[config.mk]
export PLATFORM = sky130hd
export DESIGN_NAME = ysyx_22050550_ifu_flat
export DESIGN_NICKNAME = d
export VERILOG_FILES = /design/src/rtl/ysyx_22050550_ifu_pkg.sv /design/src/rtl/ysyx_22050550_ifu_if.sv /design/src/rtl/ysyx_22050550_ifu_wsel.sv /design/src/rtl/ysyx_22050550_ifu.sv /design/src/flat_wrapper.sv
export SDC_FILE = /design/constraint.sdc
export NUM_CORES = 1
export LEC_CHECK = 0
export BUFFER_PORTS_ARGS = -buffer_cell sky130_fd_sc_hd__clkbuf_2
export CAP_MARGIN = 20
export CORE_AREA = 2 2 115 117
export DETAILED_ROUTE_END_ITERATION = 10
export DIE_AREA = 0 0 117 119
export HOLD_SLACK_MARGIN = 0.1
export PLACE_DENSITY = 0.82
export SETUP_SLACK_MARGIN = 0.4
export SLEW_MARGIN = 20
export SYNTH_ARGS = -nofsm -noshare
export SYNTH_HDL_FRONTEND = slang
export SYNTH_SLANG_ARGS = --single-unit
[constraint.sdc]
create_clock -name clock -period 2.5 [get_ports clock]
set_clock_uncertainty 0.05 [all_clocks]
set_input_delay 0.125 -clock clock [delete_from_list [all_inputs] [get_ports clock]]
set_output_delay 0.125 -clock clock [all_outputs]
set_load 0.02 [all_outputs]
[src/rtl/ysyx_22050550_ifu_pkg.sv]
// Shared widths, FSM state encoding and word-select helper for the instruction fetch unit.
// Combinational helpers only; no latency, no backpressure.
package ysyx_22050550_ifu_pkg;
    localparam int ADDR_W = 64;
    localparam int DATA_W = 64;
    localparam int INST_W = 32;

    typedef enum logic [1:0] {
        IFU_IDLE = 2'd0,
        IFU_WAIT = 2'd1,
        IFU_DROP = 2'd2,
        IFU_HOLD = 2'd3
    } ifu_state_t;

    // Picks the 32-bit half of a 64-bit memory word addressed by pc[2].
    function automatic logic [INST_W-1:0] sel_word(input logic [DATA_W-1:0] word, input logic hi);
        return hi ? word[2*INST_W-1:INST_W] : word[INST_W-1:0];
    endfunction
endpackage

[src/rtl/ysyx_22050550_ifu_if.sv]
// Bundles the IFU's PC, instruction-memory and decode-side signals.
// Wires only; no latency; handshake semantics are owned by the IFU.
interface ysyx_22050550_ifu_if #(
    parameter int ADDR_W = 64,
    parameter int DATA_W = 64,
    parameter int INST_W = 32
);
    logic [ADDR_W-1:0] pc_in;
    logic              flush;
    logic              pc_adv;
    logic              mem_req;
    logic [ADDR_W-1:0] mem_addr;
    logic              mem_gnt;
    logic              mem_rvalid;
    logic [DATA_W-1:0] mem_rdata;
    logic              inst_valid;
    logic [INST_W-1:0] inst;
    logic [ADDR_W-1:0] inst_pc;
    logic              id_ready;
    logic              inst_fault;

    modport master (
        input  pc_in, flush, mem_gnt, mem_rvalid, mem_rdata, id_ready,
        output pc_adv, mem_req, mem_addr, inst_valid, inst, inst_pc, inst_fault
    );

    modport slave (
        output pc_in, flush, mem_gnt, mem_rvalid, mem_rdata, id_ready,
        input  pc_adv, mem_req, mem_addr, inst_valid, inst, inst_pc, inst_fault
    );
endinterface

[src/rtl/ysyx_22050550_ifu_wsel.sv]
// Selects the instruction half of a 64-bit fetch word using pc[2].
// Purely combinational; no backpressure.
module ysyx_22050550_ifu_wsel
    import ysyx_22050550_ifu_pkg::*;
(
    input  logic [DATA_W-1:0] rdata,
    input  logic              hi,
    output logic [INST_W-1:0] inst
);
    assign inst = sel_word(rdata, hi);
endmodule

[src/rtl/ysyx_22050550_ifu.sv]
// Instruction fetch unit: one outstanding req/gnt/rvalid fetch, flush-safe, valid/ready to decode.
// Latency: grant -> inst_valid one cycle after rvalid; held until id_ready or flush. Optional YSYX_22050550_IFU_MISALIGN_EN.
module ysyx_22050550_ifu
    import ysyx_22050550_ifu_pkg::*;
(
    input  logic                  clock,
    input  logic                  reset,
    ysyx_22050550_ifu_if.master   bus
);
    ifu_state_t        state;
    logic              started;
    logic [ADDR_W-1:0] pc_r;
    logic [INST_W-1:0] inst_r;
    logic              fault_r;
    logic [INST_W-1:0] sel_inst;
    logic              idle_act;
    logic              misalign;

    ysyx_22050550_ifu_wsel u_wsel (
        .rdata (bus.mem_rdata),
        .hi    (pc_r[2]),
        .inst  (sel_inst)
    );

`ifdef YSYX_22050550_IFU_MISALIGN_EN
    assign misalign = |bus.pc_in[1:0];
`else
    assign misalign = 1'b0;
`endif

    // started holds the first request off until one edge after reset release
    assign idle_act       = started && (state == IFU_IDLE);
    assign bus.mem_req    = idle_act && !misalign;
    assign bus.pc_adv     = bus.mem_req && bus.mem_gnt;
    assign bus.mem_addr   = bus.mem_req ? {bus.pc_in[ADDR_W-1:3], 3'b000} : '0;
    assign bus.inst_valid = (state == IFU_HOLD);
    assign bus.inst       = inst_r;
    assign bus.inst_pc    = pc_r;
    assign bus.inst_fault = fault_r;

    always_ff @(posedge clock or negedge reset) begin
        if (!reset) begin
            state   <= IFU_IDLE;
            started <= 1'b0;
            pc_r    <= '0;
            inst_r  <= '0;
            fault_r <= 1'b0;
        end else begin
            started <= 1'b1;
            case (state)
                IFU_IDLE: begin
                    if (idle_act) begin
                        if (misalign) begin
                            pc_r    <= bus.pc_in;
                            inst_r  <= '0;
                            fault_r <= 1'b1;
                            state   <= IFU_HOLD;
                        end else if (bus.mem_gnt) begin
                            // a coincident flush is already reflected in pc_in
                            pc_r  <= bus.pc_in;
                            state <= IFU_WAIT;
                        end
                    end
                end
                IFU_WAIT: begin
                    if (bus.mem_rvalid) begin
                        if (bus.flush) begin
                            state <= IFU_IDLE;
                        end else begin
                            inst_r <= sel_inst;
                            state  <= IFU_HOLD;
                        end
                    end else if (bus.flush) begin
                        state <= IFU_DROP;
                    end
                end
                IFU_DROP: begin
                    if (bus.mem_rvalid) state <= IFU_IDLE;
                end
                IFU_HOLD: begin
                    if (bus.flush || bus.id_ready) begin
                        fault_r <= 1'b0;
                        state   <= IFU_IDLE;
                    end
                end
                default: state <= IFU_IDLE;
            endcase
        end
    end
endmodule

[src/flat_wrapper.sv]
// flat-port wrapper written by rule: the top's interface ports become plain ports
module ysyx_22050550_ifu_flat import ysyx_22050550_ifu_pkg::*;
  (clock, reset, bus_pc_in, bus_flush, bus_mem_gnt, bus_mem_rvalid, bus_mem_rdata, bus_id_ready, bus_pc_adv, bus_mem_req, bus_mem_addr, bus_inst_valid, bus_inst, bus_inst_pc, bus_inst_fault);
  ysyx_22050550_ifu_if bus_i ();
  input  logic clock;
  input  logic reset;
  input wire logic [$bits(bus_i.pc_in)-1:0] bus_pc_in;
  input wire logic [$bits(bus_i.flush)-1:0] bus_flush;
  input wire logic [$bits(bus_i.mem_gnt)-1:0] bus_mem_gnt;
  input wire logic [$bits(bus_i.mem_rvalid)-1:0] bus_mem_rvalid;
  input wire logic [$bits(bus_i.mem_rdata)-1:0] bus_mem_rdata;
  input wire logic [$bits(bus_i.id_ready)-1:0] bus_id_ready;
  output wire logic [$bits(bus_i.pc_adv)-1:0] bus_pc_adv;
  output wire logic [$bits(bus_i.mem_req)-1:0] bus_mem_req;
  output wire logic [$bits(bus_i.mem_addr)-1:0] bus_mem_addr;
  output wire logic [$bits(bus_i.inst_valid)-1:0] bus_inst_valid;
  output wire logic [$bits(bus_i.inst)-1:0] bus_inst;
  output wire logic [$bits(bus_i.inst_pc)-1:0] bus_inst_pc;
  output wire logic [$bits(bus_i.inst_fault)-1:0] bus_inst_fault;
  assign bus_i.pc_in = bus_pc_in;
  assign bus_i.flush = bus_flush;
  assign bus_i.mem_gnt = bus_mem_gnt;
  assign bus_i.mem_rvalid = bus_mem_rvalid;
  assign bus_i.mem_rdata = bus_mem_rdata;
  assign bus_i.id_ready = bus_id_ready;
  assign bus_pc_adv = bus_i.pc_adv;
  assign bus_mem_req = bus_i.mem_req;
  assign bus_mem_addr = bus_i.mem_addr;
  assign bus_inst_valid = bus_i.inst_valid;
  assign bus_inst = bus_i.inst;
  assign bus_inst_pc = bus_i.inst_pc;
  assign bus_inst_fault = bus_i.inst_fault;
  ysyx_22050550_ifu u_core (.clock(clock), .reset(reset), .bus(bus_i));
endmodule
# After elaboration in Yosys (flattened, before gate mapping)
# Cells that the tools add are included.
totals:
  out_inout_bits: 164
  romBits: 0
  word_cells: 30
  reg_bits: 99
  latchBits: 0
  mem_count: 0
  ram_bits: 0
op_classes:
  n_shift: 0
  reduce_logical: 7
  n_eq_ne: 8
  n_mul: 0
  div_mod_pow: 0
  order_cmp: 0
  bitwise_logic: 1
  muxes: 10
  addsub: 0
op_table:
  columns: ["cell", "count"]
  rows:
  - ["$mux 64", 1]
  - ["$mux 32", 1]
  - ["$mux 2", 7]
  - ["$pmux 2 s4", 1]
  - ["$reduce_and 3->1", 2]
  - ["$reduce_and 5->1", 1]
  - ["$eq 2x2->1 const B", 2]
  - ["$ne 2x1->1 const B", 2]
  - ["$ne 2x2->1 const B", 2]
  - ["$ne 3x3->1 const B", 1]
  - ["$eq 2x1->1 const B", 1]
  - ["$logic_and 1x1->1", 2]
  - ["$logic_not 2->1", 1]
  - ["$logic_or 1x1->1", 1]
  - ["$not 1->1", 1]

# Depth between registers and ports, before layout
# Gate-level depths: netlist of run 1.
logic_depth:
  ltp_word: 4
  depth_mapped: 5
  depth_no_buf: 3

# Hierarchy
# From an unflattened synthesis of run 1, not the netlist that was laid out.
hier_totals:
  cells_unflattened: 326
  hier_area_um2: 4883.4
by_module_without_submodules:
  columns: ["module", "seq_area_each_um2", "area_per_inst_um2", "cells_per_inst", "instances"]
  rows:
  - ["ysyx_22050550_ifu", 2477.4, 4339.2, 290, 1]
  - ["ysyx_22050550_ifu_wsel", 0.0, 544.3, 36, 1]

# Worst setup path before layout of run 1
# OpenSTA, ideal clock, no wires.
synth_path:
  kind: "register to register"
  start: "register u_core.state[1]"
  end: "register u_core.pc_r[10], in the netlist u_core.bus.inst_pc[10]"
  stages_incl_launch_ff: 6
  t_arrival_ns: 1.496
  path_buffers: 2
  period_less_slack_ns: 1.671
  path_slack_ns: 0.829
  required_ns: 2.325
  cell_sequence: "dfrtp_1 > nor3b_4 > and2_4 > buf_12 > buf_12 > mux2_4"
synth_between:
  elab_chain_cells: 3
synth_rtl:
  columns: ["item", "line", "rtl"]
  rows:
  - ["start, declared", "ysyx_22050550_ifu.sv:10", "ifu_state_t state;"]
  - ["start signal, assigned", "ysyx_22050550_ifu.sv:43", "state <= IFU_IDLE;"]
  - ["start signal, assigned", "ysyx_22050550_ifu.sv:57", "state <= IFU_HOLD;"]
  - ["start signal, assigned", "ysyx_22050550_ifu.sv:61", "state <= IFU_WAIT;"]
  - ["$logic_not 2->1 *", "ysyx_22050550_ifu.sv:32, ysyx_22050550_ifu.sv:50", null]
  - ["$logic_and 1x1->1", "ysyx_22050550_ifu.sv:32", "assign idle_act = started && (state == IFU_IDLE);"]
  - ["$reduce_and 3->1 (no source line) *", null, null]
  - ["end signal, assigned", "ysyx_22050550_ifu.sv:54", "pc_r <= bus.pc_in;"]
  - ["end signal, assigned", "ysyx_22050550_ifu.sv:60", "pc_r <= bus.pc_in;"]
  - ["end, declared", "ysyx_22050550_ifu.sv:12", "logic [ADDR_W-1:0] pc_r;"]
# Every way passes the cells marked *; elsewhere a longest branch is shown, timed or not.
# A chain may end at the register's enable or synchronous reset.

# Worst setup path after layout of run 1
layout_path:
  start: "register u_core.state[1]"
  end: "register u_core.state[0]"
layout_between:
  elab_chain_cells: 4
layout_rtl:
  columns: ["item", "line"]
  rows:
  - ["$logic_not 2->1", "ysyx_22050550_ifu.sv:32, ysyx_22050550_ifu.sv:50"]
  - ["$logic_and 1x1->1", "ysyx_22050550_ifu.sv:32"]
  - ["$ne 2x1->1 (no source line)", null]
  - ["$reduce_and 5->1 (no source line)", null]
# Several ways; a longest one is shown, not always the timed one.

==> results of run 1 <==
## flip-flops by register name, summed over array words and instances (netlist names)
signal	cells
u_core.state	2
u_core.bus.inst_pc	64
u_core.started	1
u_core.bus.inst	32
## per-stage QoR
| step | instances | cell area, um^2 | total power [mW] |
|---|---|---|---|
| 2_1_floorplan | 367 | 4670 | 5.14 |
| 3_3_place_gp | 813 | 6230 | 6.28 |
| 3_5_place_dp | 813 | 6230 | 6.37 |
| 4_1_cts | 960 | 7810 | 7.84 |
| 5_1_grt | 960 | 7820 | 8.28 |
| 6_report | 962 | 7830 | 7.82 |
## cells in the final DEF, fill, tap and decap left out, types with 2 or more instances in the layout
cell and count:
mux2_4 40, mux2i_1 32, nor2_1 34, a21oi_1 32, buf_12 3, clkbuf_8 2
conb_1 5, and2_1 62, clkbuf_1 3, mux2_2 24, diode_2 2, nand2_1 2
dlygate4sd3_1 132, clkbuf_16 9, buf_4 3, dfrtp_1 98, clkbuf_2 292
## timing repair
item | in CTS | in global routing
hold buffers | 132 | 0
gates resized for setup | 0 | 2
setup endpoints to repair | 0 | 61
hold endpoints to repair | 137 | 0
## cell families (layout without fill, tap and decap cells)
logic type / count (synthesis) / count (layout) / synth area share
AOI/OAI and AO/OA: 35 / 35 / 0.0389
muxes: 96 / 96 / 0.256
buffers and inverters: 30 / 447 / 0.0499
other: 2 / 7 / 0.00161
xor gates and xnor gates: 1 / 1 / 0.00188
DFF: 99 / 99 / 0.532
and+or+nand+nor: 101 / 101 / 0.120
## power breakdown
group	switching [mW]	internal (mW)	leakage [nW]
Sequential	0.537	2.32	1.14
Clock	0.562	0.696	0.126
Combinational	2.06	1.65	2.73
Total	3.16	4.66	4.00
## worst max-delay path, stage by stage, from the launching register on
cell	delay, ns
dfrtp_1	0.47
nor3b_4	0.24
and2_4	0.45
a31o_2	0.17
dlygate4sd3_1	0.54
## final timing paths
| check | from | end |
|---|---|---|
| worst max-delay path | u_core.state[1] | u_core.state[0] |
| worst min-delay path | bus_flush | u_core.state[1] |
| worst max register to register | u_core.state[1] | u_core.state[0] |
| worst min register to register | u_core.bus.inst_pc[7] | u_core.bus.inst_pc[7] |
| max in group asynchronous | reset | u_core.bus.inst[9] |
| min in group asynchronous | reset | u_core.bus.inst_pc[39] |
## per-layer routing
| layer | vias to the layer above | global-route usage | part of all wire |
|---|---|---|---|
| met3 | 67 | 0.0636 | 0.064 |
| met4 | 0 | 0.120 | 0.046 |
| met2 | 242 | 0.391 | 0.54 |
| li1 | 2051 | - | - |
| met1 | 2050 | 0.217 | 0.35 |
| met5 | - | 0 | 0 |
## layout make-up
cell class / count / area [um^2] / area share
Antenna cell: 2 / 5.00 / 0.000640
Clock buffer: 13 / 250 / 0.0320
Clock inverter: 2 / 12.5 / 0.00160
Inverter: 1 / 3.75 / 0.000480
Multi-Input combinational cell: 238 / 1980 / 0.252
Sequential cell: 99 / 2480 / 0.317
Tap cell: 176 / 220 / 0.0281
Timing Repair Buffer: 431 / 2880 / 0.368
==> impl_metrics.csv, run 1 <==
group,metric,value,unit
outcome,status,"finished, final reports clean",
logic_synthesis,ys_seq_area_frac,0.532,
logic_synthesis,synth_cells,364,
detailed_routing,wirelength,15100,um
clocking,h-tree-depth,3,
detailed_routing,vias,4410,
pwr,peakVddDrop,0.672,mV
final_layout,area_growth,67.9,%
detailed_routing,route.detailed.drc,0,
sta,max_clock_freq,500,MHz
logic_synthesis,synth.top_cell.area_share,0.532,
clocking,clk_pin_slew,0.06,ns
clocking,clockRootBuffer,"clkbuf_16",
placed_design,gp_congestion,0.810,
logic_synthesis,yosysMostFrequentCell,"dfrtp_1",
setup_path,cp.required,2.72,ns
clocking,clk_path_buf_depth,2,
setup_path,critPathMaxFanout,24,
final_layout,final_nets,914,
global_route,grt_first_pass_wirelength,23100,um
logic_synthesis,avgSynthCellArea,12.8,um^2
global_route,grt_overflow,0,
clocking,post-cts-setup-buffer-count,0,
logic_synthesis,synthTopCellsByCount,"dfrtp_1, and2_1, mux2_4, nor2_1",
sta,setup_violations,0,
sta,finalSetupTns,0,ns
detailed_routing,wire_per_inst,15.7,um
final_layout,drive_above_1_share,0.485,
global_route,grt_pass1_vias,4599,
flow_run,maxCapViolCount,0,
setup_path,cp-end-kind,"register",
clocking,clock_sinks,99,
logic_synthesis,yosys_warnings,0,
final_layout,fill_cells,972,
detailed_routing,vias_per_cell,4.58,
logic_synthesis,synth-edff-count,0,
setup_path,worst_setup_path_start_kind,"register",
pwr,power.density,1000,nW/um^2
setup_path,critical_path_class,"register to register",
logic_synthesis,synth_area_leader_cell,"dfrtp_1",
pwr,leakage,4.00,nW
logic_synthesis,ys_types,21,
logic_synthesis,synth_area_leaders,"dfrtp_1, mux2_4, and2_1",
logic_synthesis,ys_dominant_reg_cell,"dfrtp_1",
global_route,antenna_found_initial,0,
sta,period_share,0.800,
sta,worst_pin_slew,0.941,ns
clocking,numCtsBuffers,9,
sta,finalHoldViolations,0,
worst_hold_path,holdPathStages,4,
sta,slew_headroom,0.373,
sta,finalHoldWorstSlack,0.128,ns
detailed_routing,first_pass_iters,6,
detailed_routing,drtIter0Drc,163,
logic_synthesis,async_flop_share,1.00,
floorplanning,io_pins,298,
logic_synthesis,ys_seq_elements,99,
global_route,grt_max_degree,65,
clocking,tritoncts,"built",
placed_design,place_ws,0.536,ns
sta,slew_viol_final,0,
setup_path,r2r_cells,4,
sta,rsz0062_at_grt,"yes",
floorplanning,die_area,13900,um^2
floorplanning,die-width,117,um
worst_hold_path,hp-class,"input port to register",
floorplanning,die_h,119,um
floorplanning,num_rows,42,
global_route,track_usage,0.216,
floorplanning,start_util,0.362,
clocking,clkLatencyLatePin,0.34,ns
floorplanning,core,12900,um^2
final_layout,utilization,0.608,
detailed_routing,drtAntennaViolNets,0,
sta,setup_slack,0.500,ns
logic_synthesis,syn_area,4660,um^2
setup_path,arrival,2.22,ns
placed_design,port_buffers,293,
placed_design,dpl.hpwl,8730,um
setup_path,ff2ff_setup_slack,0.50,ns
sta,fin_crit,2.00,ns
No activity file was read; power rests on OpenSTA's default activity.
==> run 2: changes to the inputs <==
--- a/config.mk
+++ b/config.mk
@@ -7,11 +7,11 @@
 export LEC_CHECK = 0
 export BUFFER_PORTS_ARGS = -buffer_cell sky130_fd_sc_hd__clkbuf_2
 export CAP_MARGIN = 20
-export CORE_AREA = 2 2 115 117
+export CORE_AREA = 2 2 117 119
 export DETAILED_ROUTE_END_ITERATION = 10
-export DIE_AREA = 0 0 117 119
+export DIE_AREA = 0 0 119 121
 export HOLD_SLACK_MARGIN = 0.1
-export PLACE_DENSITY = 0.82
+export PLACE_DENSITY = 0.8
 export SETUP_SLACK_MARGIN = 0.4
 export SLEW_MARGIN = 20
 export SYNTH_ARGS = -nofsm -noshare
==> constraint.sdc (replaced) <==
create_clock -name clock -period 1.9 [get_ports clock]
set_clock_uncertainty 0.05 [all_clocks]
set_input_delay 0.095 -clock clock [delete_from_list [all_inputs] [get_ports clock]]
set_output_delay 0.095 -clock clock [all_outputs]
set_load 0.02 [all_outputs]
==> run 2 against run 1 <==
  * Sequential cell count unchanged
  * Largest power group unchanged
  * Utilization up 12 points
  * Non-clock buffer count up 46
  * Highest routed layer unchanged
  * First-iteration DRC count up 77%
  * Hold slack better by 0.10 ns
  * Total power up 59%
  * Final cell count up 5.4%
  * Combinational power up 82%
  * Count of clock-buffer cells in the layout down 4
==> impl_metrics.csv, run 2 (synthesized netlist as in run 1, its figures left out) <==
group,metric,value,unit
global_route,track_usage,0.234,
sta,period_share,0.956,
global_route,grt_max_degree,63,
sta,finalHoldViolations,0,
detailed_routing,wire_per_inst,21.3,um
clocking,tritoncts,"built",
clocking,h-tree-depth,3,
detailed_routing,drtIter0Drc,289,
placed_design,port_buffers,293,
floorplanning,die_area,14400,um^2
global_route,grt_pass1_vias,5024,
setup_path,critPathMaxFanout,16,
clocking,numCtsBuffers,9,
detailed_routing,first_pass_iters,4,
sta,max_clock_freq,551,MHz
detailed_routing,wirelength,21600,um
pwr,peakVddDrop,0.867,mV
clocking,clockRootBuffer,"clkbuf_16",
sta,slew_viol_final,0,
detailed_routing,route.detailed.drc,0,
setup_path,arrival,1.67,ns
sta,finalSetupTns,0,ns
final_layout,final_cell_mix,"clkbuf_2, dlygate4sd3_1, dfrtp_1",
floorplanning,start_util,0.356,
floorplanning,io_pins,298,
final_layout,drive_above_1_share,0.621,
floorplanning,die-width,119,um
global_route,antenna_found_initial,5,
sta,rsz0062_at_grt,"yes",
detailed_routing,vias,5055,
sta,fin_crit,1.82,ns
final_layout,largest_reg_flops,64,
detailed_routing,drtAntennaViolNets,0,
final_layout,area_growth,104,%
pwr,p_total,12.4,mW
final_layout,final_nets,960,
clocking,clkLatencyLatePin,0.34,ns
global_route,grt_overflow,0,
detailed_routing,vias_per_cell,4.99,
flow_run,maxCapViolCount,0,
floorplanning,core,13100,um^2
setup_path,worst_setup_path_start_kind,"register",
setup_path,critical_path_class,"register to output port",
floorplanning,num_rows,42,
clocking,clk_path_buf_depth,2,
placed_design,gp_congestion,0.803,
final_layout,final_common_cell,"clkbuf_2",
pwr,leakage,4.67,nW
setup_path,cp.required,1.75,ns
clocking,clk_pin_slew,0.08,ns
floorplanning,die_h,121,um
placed_design,dpl.hpwl,9010,um
outcome,status,"finished, final reports clean",
global_route,grt_first_pass_wirelength,26100,um
pwr,power.density,1310,nW/um^2
sta,setup_violations,0,
clocking,clock_sinks,99,
setup_path,cp-end-kind,"output port",
worst_hold_path,hp-class,"input port to async pin",
-- run 2: cell count changes in the layout (fill, tap and decap cells not counted), moves of 27 or more --
cell,previous run,this run
clkbuf_2,292,227
buf_6,0,45
buf_4,3,40
a21oi_1,32,1
and2_1,62,34
and2_4,1,29
a21oi_2,0,27
nor2_1,34,7
-- run 2: final timing paths --
kind / startpoint / endpoint / slack, ns / depth (start not counted)
setup / recovery: u_core.state[0] / bus_mem_addr[46] / 0.08 / 5
hold / removal: reset / u_core.bus.inst_pc[0] / 0.23 / 2
setup reg to reg: u_core.state[0] / u_core.bus.inst_pc[36] / 0.12 / 6
hold reg to reg: u_core.bus.inst_pc[57] / u_core.bus.inst_pc[57] / 0.46 / 1
max in group asynchronous: reset / u_core.bus.inst_pc[35] / 0.92 / 3
min in group clock: bus_mem_gnt / u_core.bus.inst_pc[58] / 0.45 / 5
-- run 2: area by class of cell --
class	count	area [um^2]
Inverter	1	3.75
Multi-Input combinational cell	238	2480
Clock inverter	7	76.3
Fill cell	760	3570
Clock buffer	9	225
Tap cell	176	220
Antenna cell	7	17.5
Sequential cell	99	2480
Timing Repair Buffer	477	4010
-- run 2: what timing repair did --
action / CTS / global route
endpoints found under the hold margin: 197 / 0
cloned: 10 / 11
hold buffers: 133 / 0
gates resized for setup: 35 / 301
pin swaps: 3 / 30
buffers inserted: 14 / 7
endpoints found under the setup margin: 149 / 162
-- run 2: worst max-delay path, stage by stage (launching register included) --
cell       delay (ns)
dfrtp_1          0.41
nor3b_4          0.26
buf_6            0.16
clkbuf_16        0.18
and2_1           0.16
buf_4            0.15
-- run 2: report_power, final --
group	internal (mW)	total [mW]	switching (mW)
clock network	1.03	1.88	0.847
registers	3.06	3.82	0.761
logic	3.25	6.75	3.50
-- run 2: through the flow --
stage          hold WS (ns)  utilization  instance area [um^2]  setup WS (ns)  std cells
2_1_floorplan        -0.251            -                  4670          0.230        367
5_1_grt               0.245        0.727                  9510        0.00316       1012
4_1_cts               0.177        0.644                  8430          0.115        990
3_3_place_gp         0.0216        0.480                  6280          0.288        817
3_5_place_dp         0.0185        0.480                  6280          0.248        817
6_report              0.231        0.727                  9520         0.0839       1014
-- run 2: metal layers --
| metal | vias up | GRT usage | wire length [um] |
|---|---|---|---|
| li1 | 2153 | - | - |
| met1 | 2468 | 0.249 | 7570 |
| met2 | 318 | 0.408 | 11300 |
| met3 | 116 | 0.0573 | 1350 |
| met4 | 0 | 0.163 | 1380 |
| met5 | - | 0 | 0 |
==> run 3: changes to the inputs <==
--- a/config.mk
+++ b/config.mk
@@ -7,13 +7,14 @@
 export LEC_CHECK = 0
 export BUFFER_PORTS_ARGS = -buffer_cell sky130_fd_sc_hd__clkbuf_2
 export CAP_MARGIN = 20
-export CORE_AREA = 2 2 117 119
+export CORE_AREA = 2 2 115 117
 export DETAILED_ROUTE_END_ITERATION = 10
-export DIE_AREA = 0 0 119 121
+export DIE_AREA = 0 0 117 119
 export HOLD_SLACK_MARGIN = 0.1
-export PLACE_DENSITY = 0.8
+export PLACE_DENSITY = 0.84
 export SETUP_SLACK_MARGIN = 0.4
 export SLEW_MARGIN = 20
 export SYNTH_ARGS = -nofsm -noshare
 export SYNTH_HDL_FRONTEND = slang
+export SYNTH_HIERARCHICAL = 1
 export SYNTH_SLANG_ARGS = --single-unit
==> run 3 against run 2 <==
  * The run now ends with setup timing left
  * Final area up 2.4%
  * Non-clock buffer count up 1
  * Critical endpoint is now bus_mem_addr[50]
  * Sequential power down 2%
  * Via count down 5.4%
  * Register-to-register slack worse by 0.07 ns
  * Count of clock-buffer cells in the layout up 2
==> impl_metrics.csv, run 3 <==
group,metric,value,unit
clocking,clockRootBuffer,"clkbuf_16",
sta,worst_pin_slew,0.575,ns
logic_synthesis,synth-edff-count,0,
logic_synthesis,syn_area,4880,um^2
sta,setup_violations,41,
global_route,grt_max_degree,100,
clocking,h-tree-depth,3,
floorplanning,io_pins,298,
logic_synthesis,ys_dominant_reg_cell,"dfrtp_1",
logic_synthesis,ys_seq_elements,99,
clocking,clk_pin_slew,0.07,ns
floorplanning,die_h,119,um
final_layout,final_cell_mix,"clkbuf_2, dlygate4sd3_1, mux2_4",
setup_path,critPathMaxFanout,8,
setup_path,r2r-start,"u_core/state[0]",
setup_path,r2r_end,"u_core/bus.inst_pc[30]",
logic_synthesis,avgSynthCellArea,15.0,um^2
floorplanning,start_util,0.379,
detailed_routing,drtAntennaViolNets,0,
sta,max_clock_freq,514,MHz
floorplanning,die-width,117,um
setup_path,worst_setup_path_start_kind,"register",
logic_synthesis,async_flop_share,1.00,
global_route,grt_overflow,0,
logic_synthesis,ys_seq_area_frac,0.507,
sta,rsz0062_at_grt,"yes",
clocking,numCtsBuffers,9,
detailed_routing,vias,4783,
setup_path,r2r_cells,7,
setup_path,arrival,1.80,ns
worst_hold_path,hp-class,"input port to register",
final_layout,final_nets,927,
setup_path,crit_start,"u_core/state[0]",
logic_synthesis,synth_cells,326,
floorplanning,core,12900,um^2
final_layout,instances_no_fill,974,
logic_synthesis,synthTopCellsByCount,"dfrtp_1, mux2_4, and2_1, mux2_2, mux2_1",
logic_synthesis,synth_area_leaders,"dfrtp_1, mux2_4, mux2_2",
pwr,p_clk_frac,0.166,
sta,finalHoldViolations,0,
pwr,pwr-share-comb,0.541,
floorplanning,num_rows,42,
logic_synthesis,synth_area_leader_cell,"dfrtp_1",
outcome,violations,"setup timing",
final_layout,drive_above_1_share,0.679,
setup_path,critical_path_class,"register to output port",
detailed_routing,route.detailed.drc,0,
placed_design,dp_cells,784,
detailed_routing,wirelength,21400,um
pwr,pwr-share-seq,0.294,
setup_path,cp.required,1.75,ns
clocking,clkLatencyLatePin,0.34,ns
detailed_routing,drtIter0Drc,220,
pwr,leakage,4.93,nW
final_layout,final_common_cell,"clkbuf_2",
logic_synthesis,ys_types,20,
sta,setup_slack,-0.0470,ns
clocking,clock_sinks,99,
global_route,grt_pass1_vias,5217,
logic_synthesis,yosysMostFrequentCell,"dfrtp_1",
sta,fin_crit,1.95,ns
detailed_routing,vias_per_cell,4.91,
pwr,power_switching_share,0.374,
clocking,tritoncts,"built",
placed_design,place_ws,0.155,ns
logic_synthesis,yosys_warnings,6,
final_layout,area_growth,99.5,%
final_layout,antennaDiodeCount,0,
flow_run,maxCapViolCount,0,
sta,period_share,1.02,
placed_design,port_buffers,293,
final_layout,largest_reg_flops,64,
outcome,status,"complete, but fails checks",
placed_design,gp_congestion,0.763,
global_route,antenna_found_initial,0,
pwr,power.density,1310,nW/um^2
sta,slew_viol_final,0,
pwr,p_int,7.98,mW
setup_path,cp-endpoint,"bus_mem_addr[50]",
placed_design,dpl.hpwl,9160,um
pwr,peakVddDrop,0.814,mV
detailed_routing,first_pass_iters,4,
floorplanning,die_area,13900,um^2
pwr,p_sw,4.77,mW
setup_path,cp-end-kind,"output port",
logic_synthesis,synth.top_cell.area_share,0.507,
global_route,track_usage,0.268,
clocking,clk_path_buf_depth,2,
global_route,grt_first_pass_wirelength,28100,um
detailed_routing,wire_per_inst,22.0,um
sta,slew_headroom,0.617,
setup_path,ff2ff_setup_slack,0.05,ns
==> run 3: timing repair <==
item                                   4_1_cts  5_1_grt
gates cloned                                12        3
buffers inserted                            24        6
gates resized for setup                    151      158
setup endpoints to repair                  158      160
pin swaps                                   15       37
endpoints found under the hold margin      196        0
hold buffers                               129        0
==> run 3: layout make-up <==
| class | count | area (um^2) |
|---|---|---|
| repair buffers | 478 | 4150 |
| fillers | 712 | 3130 |
| multi-input cells | 205 | 2540 |
| flip-flops and latches | 99 | 2480 |
| clock buffers | 11 | 243 |
| well taps | 176 | 220 |
| clock inverters | 5 | 100 |
==> run 3: how the worst min path moves through the flow <==
stage	startpoint	endpoint	slack [ns]	depth (start not counted)
after global placement	reset	u_core/bus.inst[2]	0.14	2
final	bus_mem_rdata[16]	u_core/bus.inst[16]	0.12	3
after detailed placement	reset	u_core/bus.inst[0]	0.14	2
after CTS	bus_mem_rdata[16]	u_core/bus.inst[16]	0.11	3
after floorplan	reset	u_core/bus.inst[0]	-0.25	0
after global routing	bus_mem_rdata[16]	u_core/bus.inst[16]	0.10	3
==> run 3: metal layers <==
metal	part of all wire	vias to the layer above	GRT usage
met1	0.36	2373	0.278
met2	0.54	292	0.490
met4	0.039	0	0.149
met3	0.061	65	0.0585
li1	-	2053	-
met5	0	-	0
==> run 3: kinds of logic (layout without fill, tap and decap cells) <==
| family | after synthesis | after routing | share of synthesized area |
|---|---|---|---|
| DFF | 99 | 99 | 0.507 |
| AOI/OAI and AO/OA | 3 | 3 | 0.00436 |
| xor gates and xnor gates | 1 | 1 | 0.00179 |
| muxes | 128 | 128 | 0.349 |
| other | 2 | 5 | 0.00154 |
| and+or+nand+nor | 68 | 68 | 0.0915 |
| buffers and inverters | 25 | 494 | 0.0446 |
==> run 3: critical path, cell delays in order (launching register included) <==
cell,delay (ns)
dfrtp_1,0.39
buf_6,0.13
nor3b_4,0.24
buf_6,0.14
buf_12,0.12
clkbuf_16,0.15
and2_4,0.16
buf_6,0.11
==> run 3: power by group through the flow <==
stage	Sequential (mW)	Combinational, mW	Clock, mW
final	3.74	6.89	2.11
after global routing	3.82	7.13	2.22
after CTS	3.61	6.08	2.12
after detailed placement	3.62	5.05	0
after global placement	3.59	4.94	0
after floorplan	4.73	2.27	0
==> run 3: through the flow <==
stage | power, mW | util | TNS [ns] | hold WS (ns) | area [um^2]
floorplan | 6.99 | - | 0 | -0.251 | 4910
global placement | 8.52 | 0.509 | 0 | 0.141 | 6550
detailed placement | 8.67 | 0.509 | 0 | 0.141 | 6550
CTS | 11.8 | 0.716 | 0 | 0.106 | 9210
global route | 13.2 | 0.757 | -4.70 | 0.103 | 9740
finish | 12.7 | 0.757 | -0.670 | 0.124 | 9740
